## config.mk

```make
export PLATFORM = sky130hd
export DESIGN_NAME = maze_seq_flat
export DESIGN_NICKNAME = d
export VERILOG_FILES = /design/src/rtl/maze_seq_if.sv /design/src/rtl/maze_seq.sv /design/src/flat_wrapper.sv
export SDC_FILE = /design/constraint.sdc
export NUM_CORES = 1
export LEC_CHECK = 0
export ABC_AREA = 1
export CORE_UTILIZATION = 55
export CTS_BUF_LIST = sky130_fd_sc_hd__clkbuf_2
export DETAILED_ROUTE_END_ITERATION = 8
export PLACE_DENSITY_LB_ADDON = 0.12
export SKIP_CTS_REPAIR_TIMING = 1
export SLEW_MARGIN = 40
export SYNTH_ARGS = -nofsm -noshare
export SYNTH_HDL_FRONTEND = slang
export SYNTH_SLANG_ARGS = --single-unit
```

## constraint.sdc

```tcl
create_clock -name clk -period 2.4 [get_ports clk]
set_input_delay 0.6 -clock clk [delete_from_list [all_inputs] [get_ports clk]]
set_output_delay 0.6 -clock clk [all_outputs]
set_load 0.01 [all_outputs]
```

## src/rtl/maze_seq_if.sv

```systemverilog
// UART command handshake between the BLE receiver and the maze sequencer.
// master drives the byte and its valid, slave returns the one-cycle acknowledge.
interface maze_seq_if;
  logic       cmd_rdy;
  logic [7:0] cmd;
  logic       clr_cmd_rdy;

  modport master (output cmd_rdy, output cmd, input clr_cmd_rdy);
  modport slave  (input cmd_rdy, input cmd, output clr_cmd_rdy);
endinterface

```

## src/rtl/maze_seq.sv

```systemverilog
// Maze-turn sequencer: 4-deep turn queue, line-loss veer/settle FSM, bump halt; outputs registered, cmd acked 1 cycle after cmd_rdy.
// Full queue drops the byte but still acks; MAZE_TIMEOUT_EN adds a veer timeout that halts with buzzer.
module maze_seq #(
  parameter bit          FAST_SIM = 1'b1,
  parameter logic [15:0] VEER_MAG = 16'h0340
) (
  input  logic               clk,
  input  logic               rst_n,
  maze_seq_if.slave          cmd_if,
  input  logic               line_present,
  input  logic               BMPL_n,
  input  logic               BMPR_n,
  output logic               go,
  output logic signed [15:0] err_opn_lp,
  output logic               buzz_en,
  output logic [2:0]         q_cnt
);

  localparam logic [18:0] SETTLE_LAST = FAST_SIM ? 19'd255 : 19'h3FFFF;
`ifdef MAZE_TIMEOUT_EN
  localparam logic [26:0] TIMEOUT_LAST = FAST_SIM ? 27'd65535 : 27'h3FFFFFF;
  logic [26:0] veer_tmr;
`endif

  typedef enum logic [2:0] {IDLE, FOLLOW, VEER, SETTLE, HALT} state_t;
  state_t state;

  logic [1:0]  mem [4];
  logic [1:0]  rd_ptr, wr_ptr;
  logic [1:0]  bl_sync, br_sync;
  logic [18:0] settle_tmr;
  logic        bmp, push_req, push_ok, pop;
  logic [1:0]  head;
  logic        unused_cmd_bits;

  assign unused_cmd_bits = ^cmd_if.cmd[7:2];

  always_ff @(posedge clk or negedge rst_n) begin
    if (!rst_n) begin
      bl_sync <= 2'b11;
      br_sync <= 2'b11;
    end else begin
      bl_sync <= {bl_sync[0], BMPL_n};
      br_sync <= {br_sync[0], BMPR_n};
    end
  end

  assign bmp      = ~bl_sync[1] | ~br_sync[1];
  assign push_req = cmd_if.cmd_rdy & ~cmd_if.clr_cmd_rdy;
  assign push_ok  = push_req & (q_cnt != 3'd4) & ~bmp;
  assign pop      = (state == FOLLOW) & ~line_present & (q_cnt != 3'd0) & ~bmp;
  assign head     = mem[rd_ptr];

  // Ack is independent of whether the byte was stored (full or bump).
  always_ff @(posedge clk or negedge rst_n) begin
    if (!rst_n) begin
      rd_ptr             <= 2'd0;
      wr_ptr             <= 2'd0;
      q_cnt              <= 3'd0;
      cmd_if.clr_cmd_rdy <= 1'b0;
      for (int i = 0; i < 4; i++) mem[i] <= 2'b00;
    end else begin
      cmd_if.clr_cmd_rdy <= push_req;
      if (bmp) begin
        rd_ptr <= 2'd0;
        wr_ptr <= 2'd0;
        q_cnt  <= 3'd0;
      end else begin
        if (push_ok) begin
          mem[wr_ptr] <= cmd_if.cmd[1:0];
          wr_ptr      <= wr_ptr + 2'd1;
        end
        if (pop) rd_ptr <= rd_ptr + 2'd1;
        case ({push_ok, pop})
          2'b10:   q_cnt <= q_cnt + 3'd1;
          2'b01:   q_cnt <= q_cnt - 3'd1;
          default: q_cnt <= q_cnt;
        endcase
      end
    end
  end

  always_ff @(posedge clk or negedge rst_n) begin
    if (!rst_n) begin
      state      <= IDLE;
      go         <= 1'b0;
      err_opn_lp <= '0;
      buzz_en    <= 1'b0;
      settle_tmr <= '0;
`ifdef MAZE_TIMEOUT_EN
      veer_tmr   <= '0;
`endif
    end else if (bmp) begin
      state      <= HALT;
      go         <= 1'b0;
      err_opn_lp <= '0;
      buzz_en    <= 1'b1;
    end else begin
      case (state)
        IDLE: begin
          if (q_cnt != 3'd0 && line_present) begin
            state <= FOLLOW;
            go    <= 1'b1;
          end
        end
        FOLLOW: begin
          if (!line_present) begin
            if (q_cnt == 3'd0 || head == 2'b00) begin
              state      <= HALT;
              go         <= 1'b0;
              err_opn_lp <= '0;
              buzz_en    <= 1'b0;
            end else begin
              state <= VEER;
`ifdef MAZE_TIMEOUT_EN
              veer_tmr <= '0;
`endif
              case (head)
                2'b01:   err_opn_lp <= $signed(-VEER_MAG);
                2'b10:   err_opn_lp <= $signed(VEER_MAG);
                default: err_opn_lp <= '0;
              endcase
            end
          end
        end
        VEER: begin
          if (line_present) begin
            state      <= SETTLE;
            settle_tmr <= '0;
          end
`ifdef MAZE_TIMEOUT_EN
          else if (veer_tmr == TIMEOUT_LAST) begin
            state      <= HALT;
            go         <= 1'b0;
            err_opn_lp <= '0;
            buzz_en    <= 1'b1;
          end else begin
            veer_tmr <= veer_tmr + 27'd1;
          end
`endif
        end
        SETTLE: begin
          // Veer timer keeps its count across a brief re-loss of the line.
          if (!line_present) begin
            state      <= VEER;
            settle_tmr <= '0;
          end else if (settle_tmr == SETTLE_LAST) begin
            state      <= FOLLOW;
            err_opn_lp <= '0;
          end else begin
            settle_tmr <= settle_tmr + 19'd1;
          end
        end
        HALT: begin
          if (push_ok) begin
            state   <= IDLE;
            buzz_en <= 1'b0;
          end
        end
        default: begin
          state      <= IDLE;
          go         <= 1'b0;
          err_opn_lp <= '0;
          buzz_en    <= 1'b0;
        end
      endcase
    end
  end

endmodule

```

## src/flat_wrapper.sv

```systemverilog
// flat-port wrapper written by rule: the top's interface ports become plain ports
module maze_seq_flat 
#(
  parameter bit          FAST_SIM = 1'b1,
  parameter logic [15:0] VEER_MAG = 16'h0340
)
  (clk, rst_n, line_present, BMPL_n, BMPR_n, go, err_opn_lp, buzz_en, q_cnt, cmd_if_cmd_rdy, cmd_if_cmd, cmd_if_clr_cmd_rdy);
  maze_seq_if cmd_if_i ();
  input  logic clk;
  input  logic rst_n;
  input  logic line_present;
  input  logic BMPL_n;
  input  logic BMPR_n;
  output logic go;
  output logic signed [15:0] err_opn_lp;
  output logic buzz_en;
  output logic [2:0] q_cnt;
  input wire logic [$bits(cmd_if_i.cmd_rdy)-1:0] cmd_if_cmd_rdy;
  input wire logic [$bits(cmd_if_i.cmd)-1:0] cmd_if_cmd;
  output wire logic [$bits(cmd_if_i.clr_cmd_rdy)-1:0] cmd_if_clr_cmd_rdy;
  assign cmd_if_i.cmd_rdy = cmd_if_cmd_rdy;
  assign cmd_if_i.cmd = cmd_if_cmd;
  assign cmd_if_clr_cmd_rdy = cmd_if_i.clr_cmd_rdy;
  maze_seq #(.FAST_SIM(FAST_SIM), .VEER_MAG(VEER_MAG)) u_core (.clk(clk), .rst_n(rst_n), .cmd_if(cmd_if_i), .line_present(line_present), .BMPL_n(BMPL_n), .BMPR_n(BMPR_n), .go(go), .err_opn_lp(err_opn_lp), .buzz_en(buzz_en), .q_cnt(q_cnt));
endmodule
```

==> flow_summary.json, run 1 <==
{
  "setup_tns_ns": 0,
  "crit_slowest_cell": "dfrtp_1",
  "ys_seq_elements": 47,
  "cts_buffers": 5,
  "dieHeight_microns": 75.26,
  "critPathLaunch": "u_core.state[0]$_DFFE_PN0P_",
  "yosysSeqAreaShare": 0.4002,
  "antenna_left": 0,
  "fmax_mhz": 466.0,
  "p_clk_frac": 0.249,
  "num_rows": 26,
  "avgSynthCellArea_sq_um": 7.686,
  "path_class": "reg2reg",
  "cp_max_fo": 8,
  "p_per_area_nw_per_um2": 407.5,
  "cts_tree": "done",
  "cp_cell_sequence": "nand3_1 -> nor3_1 -> inv_1 -> nor2_1 -> ha_1 -> fa_1 -> o21ai_0 -> a21oi_1",
  "slowest_delay_ns": 0.53,
  "drive_above_1_share": 0.1265,
  "die_area_sq_um": 5663,
  "core_sq_um": 5140,
  "seq_area_sq_um": 1181,
  "nFillCells": 484,
  "grt_remaining_overflow": 0,
  "status": "finished, final reports clean",
  "cts_sinks": 47,
  "reg2reg_from": "u_core.state[0]$_DFFE_PN0P_",
  "p_sw_uw": 361.5,
  "synth_simple_gate_area_frac": 0.3179,
  "yosys.area.top_type": "dfrtp_1",
  "synth-xor-area-share": 0.02374,
  "synth_compound_area_frac": 0.09665,
  "wl_microns": 5991,
  "io_buffer_count": 23,
  "finalNetCount": 434,
  "io_pins": 36,
  "synthMuxAreaShare": 0,
  "multi_input_area_sq_um": 1464,
  "drt_pass1_iterations": 4,
  "rsz0062_at_grt": "no",
  "num_vias": 2501,
  "cp-end-kind": "flop",
  "antenna_found_initial": 0,
  "power_frac_seq": 0.631,
  "peakVddDrop_uv": 337.6,
  "hold_class": "in2async",
  "areaGrowthSynthToFinish_pct": 10.64,
  "grt_pass1_wl_microns": 9963,
  "pwr-share-comb": 0.120,
  "slew_viol_final": 0,
  "synth.distinct_cells": 38,
  "sw_frac_of_total": 0.2716,
  "synth.cell_area_sq_um": 2952,
  "fin_crit_sh": 0.8942,
  "setup-violations-final": 0,
  "wl_per_cell_microns": 12.46,
  "cts-root-buf": "clkbuf_2",
  "yosys-top-cells-area": "dfrtp_1 (36%), nand2_1 (11%), nand3_1 (5.8%)",
  "grt_max_degree": 35,
  "gp_congestion": 0.8929,
  "synth_top_family_by_area": "simple AND/OR/NAND/NOR gates",
  "drv_cap": 0,
  "path_clk_slew_ns": 0.24,
  "track_usage": 0.2336,
  "vias_per_cell": 5.200,
  "post-route-min-period_ns": 2.146,
  "worstPathRequired_ns": 2.72,
  "p_leak_uw": 0.001588,
  "p_int_uw": 969.3,
  "finalHoldViolCount": 0,
  "worst_skew_pair.late_latency_ns": 0.42,
  "ys_warn_count": 0,
  "drc": 0,
  "initial_core_util": 0.5742,
  "clock_skew_ns": 0.02247,
  "drt_iter0_drc": 99,
  "htreeDepth": 2,
  "worstPathArrival_ns": 2.47,
  "total_power_uw": 1331,
  "synthCells": 384,
  "worst_setup_path_start_kind": "flop",
  "diodes": 0,
  "grt_pass1_vias": 2282,
  "yosysTopAreaCellShare": 0.3646,
  "synthAdderAreaFrac": 0.04493,
  "fp.dieW_microns": 75.26,
  "dp_hpwl_microns": 4474,
  "clockBufferDepth": 2
}
## metrics by stage
| stage | instance area (sq um) | worst slack [ns] | std cells | hold WS [ns] | util |
|---|---|---|---|---|---|
| floorplan | 2970 | 0.2954 | 389 | 0.3044 | - |
| global placement | 3208 | -0.03786 | 473 | 0.3462 | 0.6241 |
| detailed placement | 3208 | -0.07928 | 473 | 0.3511 | 0.6241 |
| CTS | 3248 | 0.1870 | 481 | 0.2225 | 0.6319 |
| global route | 3266 | 0.01095 | 481 | 0.06155 | 0.6353 |
| finish | 3266 | 0.2540 | 481 | 0.08607 | 0.6353 |
## per-layer routing
metal	GRT usage	routed length, microns	vias to the layer above
li1	-	-	1263
met1	0.2748	2667	1193
met2	0.4384	3145	41
met3	0.04016	134	4
met4	0.06173	44	0
met5	0	0	-
## area by class of cell
class / count / area share
Timing Repair Buffer: 33 / 0.09272
Multi-Input combinational cell: 275 / 0.4483
Sequential cell: 47 / 0.3617
Clock buffer: 8 / 0.01226
Inverter: 48 / 0.05824
Tap cell: 70 / 0.02682
## logic make-up (layout without fill, tap and decap cells)
family                   Yosys count  in the layout
buffers and inverters             67             89
AO/OA/AOI/OAI                     47             47
AND/OR/NAND/NOR                  204            204
flip-flops                        47             47
XOR/XNOR                           8              8
adder cells (fa/ha/maj)           10             10
other                              1              6
## critical path, delay by kind of cell (launching register included)
kind            cells  cell delay, ns
fa+ha+maj           2            0.61
flops               1            0.53
compound gates      2            0.23
buf+inv             1            0.10
simple gates        3            0.60
## sequential cells by signal, summed over array words and instances (netlist names)
name,cells
u_core.bl_sync,2
u_core.br_sync,2
u_core.buzz_en,1
u_core.cmd_if.clr_cmd_rdy,1
u_core.err_opn_lp,3
u_core.go,1
u_core.mem,8
u_core.q_cnt,3
u_core.rd_ptr,2
u_core.settle_tmr,19
u_core.state,3
u_core.wr_ptr,2
## cell usage after synthesis
cell type,number
o21a_1,1
inv_1,44
clkinv_4,1
buf_4,14
buf_2,2
inv_6,1
nor2_2,1
conb_1,1
nand3b_1,1
buf_12,1
nand2_4,4
a21oi_1,10
o21a_4,1
buf_6,1
o21ai_2,4
nand3_4,1
dfrtp_1,43
nand2_1,90
o21ai_0,22
a21boi_0,1
ha_1,9
fa_1,1
nor2_4,3
xnor2_1,2
nand3_1,34
o21ai_1,3
nand2_2,8
o21bai_1,2
nor3_1,8
nor2_1,43
o22ai_2,1
dfstp_2,4
inv_2,2
clkbuf_1,1
xor2_1,6
a32oi_1,2
nand4_1,9
and2_1,2
## power by group through the flow
stage	Combinational, uW	Sequential (uW)	Clock [uW]
final	159	840	332
after global placement	150	852	0
after global routing	184	844	373
after floorplan	94.7	850	0
after detailed placement	155	853	0
after CTS	156	840	346
## worst paths after layout
path,to,slack [ns],depth (start not counted)
max,u_core.q_cnt[1]$_DFFE_PN0P_,0.25,8
min,u_core.settle_tmr[9]$_DFFE_PN0P_,0.09,1
max reg2reg,u_core.q_cnt[1]$_DFFE_PN0P_,0.25,8
min reg2reg,u_core.bl_sync[1]$_DFF_PN1_,0.37,0
max in group asynchronous,u_core.state[2]$_DFFE_PN0P_,1.82,2
min in group clk,u_core.bl_sync[1]$_DFF_PN1_,0.37,0
## layout by cell type (no fill, tap or decap), drive strengths merged, types with 2 or more instances in the layout
cell type and n:
buf 11, and2 2, o21a 2, xnor2 2
clkdlybuf4s50 22, nor3 8, nand3 35, nand4 9
clkbuf 8, o21bai 2, inv 47, a32oi 2
conb 6, a21oi 10, dfstp 4, dfrtp 43
nor2 47, nand2 102, ha 9, xor2 6
o21ai 29
Note: power is estimated with default switching activity, not from simulation.
==> run 2: changes to the inputs <==
--- a/config.mk
+++ b/config.mk
@@ -5,7 +5,6 @@
 export SDC_FILE = /design/constraint.sdc
 export NUM_CORES = 1
 export LEC_CHECK = 0
-export ABC_AREA = 1
 export CORE_UTILIZATION = 55
 export CTS_BUF_LIST = sky130_fd_sc_hd__clkbuf_2
 export DETAILED_ROUTE_END_ITERATION = 8
==> run 2 against run 1 <==
Compared with the run above:
- the run now ends with DRC left
- synthesized cell count down 34%
- sequential power down 1%
- non-clock buffer count up 11
- die area down 10%
- core utilization up 4.3 points
- fmax down 7.8%
==> flow_summary.json, run 2 <==
{
  "grt_pass1_wl_microns": 8852,
  "htreeDepth": 2,
  "initial_core_util": 0.5892,
  "synthCells": 255,
  "power_frac_seq": 0.652,
  "setup-violations-final": 0,
  "worstMarginPinSlew_ns": 0.5105,
  "io_buffer_count": 23,
  "finalHoldViolCount": 0,
  "maxSlewHeadroom": 0.6597,
  "cp-end-kind": "flop",
  "grt_remaining_overflow": 0,
  "status": "complete, but fails checks",
  "antenna_found_initial": 0,
  "p_per_area_nw_per_um2": 419.7,
  "nFillCells": 381,
  "crit_buf_inv": 2,
  "p_int_uw": 953.9,
  "worst_skew_pair.late_latency_ns": 0.42,
  "rsz0062_at_grt": "no",
  "drc": 3,
  "gp_congestion": 0.8249,
  "synth.cell_area_sq_um": 2636,
  "worstPathArrival_ns": 2.68,
  "cp_max_fo": 2,
  "peakVddDrop_uv": 316.5,
  "total_power_uw": 1273,
  "num_vias": 1961,
  "crit_slowest_cell": "clkdlybuf4s50_1",
  "synth.distinct_cells": 51,
  "hold_class": "in2async",
  "async_flop_share": 1.000,
  "ys_warn_count": 0,
  "crit_family": "simple AND/OR/NAND/NOR gates",
  "sw_frac_of_total": 0.2506,
  "ys.flop_type": "dfrtp_1",
  "yosysTopAreaCellShare": 0.4082,
  "largest_reg_flops": 19,
  "p_leak_uw": 0.001346,
  "clockBufferDepth": 2,
  "drt_iter0_drc": 158,
  "postLayoutCellArea_sq_um": 3033,
  "fp.dieW_microns": 71.24,
  "slew_viol_final": 0,
  "areaGrowthSynthToFinish_pct": 15.05,
  "final_cell_mix": "dfrtp_1 (43), nor2_1 (26), clkdlybuf4s50_1 (22)",
  "cts_sinks": 47,
  "yosysSeqAreaShare": 0.4480,
  "die_area_sq_um": 5074,
  "path_class": "in2reg",
  "yosys.area.top_type": "dfrtp_1",
  "vias_per_cell": 5.701,
  "cts_buffers": 5,
  "setup_tns_ns": 0,
  "top_regs": "u_core.settle_tmr: 19 flops, u_core.mem: 8 flops",
  "p_sw_uw": 319.0,
  "drv_cap": 0,
  "violations": "DRC",
  "synth-edff-count": 0,
  "dieHeight_microns": 71.24,
  "multi_input_area_sq_um": 1321,
  "seq_area_sq_um": 1181,
  "wl_per_cell_microns": 14.35,
  "grt_pass1_vias": 1948,
  "slowest_delay_ns": 0.46,
  "antenna_left": 0,
  "ys_seq_elements": 47,
  "clock_skew_ns": 0.02381,
  "core_sq_um": 4474,
  "pwr-share-comb": 0.109,
  "num_rows": 24,
  "setup_ws_ns": 0.07314,
  "place_ws_ns": -0.4385,
  "track_usage": 0.2248,
  "diodes": 0,
  "worst_setup_path_start_kind": "input pin",
  "finalNetCount": 315,
  "cts_tree": "done",
  "worstPathRequired_ns": 2.75,
  "netlist_top_cells_count": "dfrtp_1 (43), nor2_1 (26), buf_4 (15), nand2_1 (14)",
  "drt_pass1_iterations": 6,
  "path_clk_slew_ns": 0.22,
  "yosysMostFrequentCell": "dfrtp_1",
  "fmax_mhz": 429.8,
  "cp_cell_sequence": "clkdlybuf4s50_1 -> nor2b_4 -> a21boi_4 -> and2_4 -> inv_1 -> ha_2 -> fa_2 -> xnor2_1 -> or3_1 -> a21oi_1",
  "io_pins": 36,
  "avgSynthCellArea_sq_um": 10.34,
  "cts-root-buf": "clkbuf_2",
  "dpl-instance-area_sq_um": 2980,
  "layout_commonest_cell": "dfrtp_1",
  "post-route-min-period_ns": 2.327,
  "wl_microns": 4938,
  "dp_hpwl_microns": 3715,
  "fin_crit_sh": 0.9695,
  "regMostFlops": "u_core.settle_tmr",
  "grt_max_degree": 25,
  "yosys-top-cells-area": "dfrtp_1 (41%), buf_4 (4.3%), ha_1 (4.3%)",
  "drive_above_1_share": 0.1952,
  "p_clk_frac": 0.239
}
-- run 2: cell count changes in the layout (fill, tap and decap cells not counted), moves of 6 or more --
cell / change
nand2_2: -8
nor2_1: -17
nand2_1: -76
or3_1: +6
inv_1: -32
buf_4: +10
o21ai_0: -10
nand3_1: -28
xnor2_1: +9
mux2_2: +8
-- run 2: final cells by class --
type / count / share of cell area
Clock buffer: 6 / 0.009901
Inverter: 12 / 0.01485
Clock inverter: 2 / 0.002475
Sequential cell: 47 / 0.3894
Tap cell: 52 / 0.02145
Timing Repair Buffer: 44 / 0.1262
Multi-Input combinational cell: 181 / 0.4356
-- run 2: cells by family (layout without fill, tap and decap cells) --
family | count (synthesis) | after routing | synth area share
buf+inv | 32 | 64 | 0.06834
xor+xnor | 18 | 18 | 0.05980
simple gates | 91 | 91 | 0.1846
mux | 15 | 15 | 0.07024
compound gates | 41 | 41 | 0.1172
fa+ha+maj | 10 | 10 | 0.05031
other cells | 1 | 6 | 0.001422
flops | 47 | 47 | 0.4480
-- run 2: worst paths after layout --
kind | from | to | slack, ns | cells after the start
setup / recovery | cmd_if_cmd_rdy | u_core.q_cnt[2]$_DFFE_PN0P_ | 0.07 | 10
hold / removal | rst_n | u_core.settle_tmr[6]$_DFFE_PN0P_ | 0.10 | 1
setup reg to reg | u_core.q_cnt[2]$_DFFE_PN0P_ | u_core.q_cnt[2]$_DFFE_PN0P_ | 0.18 | 9
hold reg to reg | u_core.br_sync[0]$_DFF_PN1_ | u_core.br_sync[1]$_DFF_PN1_ | 0.36 | 0
max in group asynchronous | rst_n | u_core.br_sync[0]$_DFF_PN1_ | 1.63 | 2
min in group clk | u_core.br_sync[0]$_DFF_PN1_ | u_core.br_sync[1]$_DFF_PN1_ | 0.36 | 0
-- run 2: power groups by stage --
stage                     Sequential, uW  Combinational (uW)  Clock [uW]
after floorplan                      841                84.2           0
after global routing                 833                 158         356
after detailed placement             843                 140           0
after global placement               842                 133           0
after CTS                            829                 141         319
final                                829                 139         305
-- run 2: through the flow --
stage / std cells / util / hold WS, ns
after floorplan: 260 / - / 0.3044
after global placement: 336 / 0.6661 / 0.3462
after detailed placement: 336 / 0.6661 / 0.3500
after CTS: 344 / 0.6745 / 0.1143
after global routing: 344 / 0.6779 / 0.09883
final: 344 / 0.6779 / 0.1035
-- run 2: worst register-to-register path: cells and delay by family, from the launching register on --
family | cells | cell delay (ns)
compound gates | 1 | 0.14
xor+xnor | 1 | 0.14
fa+ha+maj | 2 | 0.52
buf+inv | 1 | 0.14
flops | 1 | 0.44
simple gates | 4 | 0.79
-- run 2: per-layer routing --
layer,vias up,share of wire,GRT usage
met3,6,0.038,0.04219
li1,954,-,-
met1,952,0.48,0.3170
met4,0,0.014,0.07333
met5,-,0,0
met2,49,0.46,0.3545
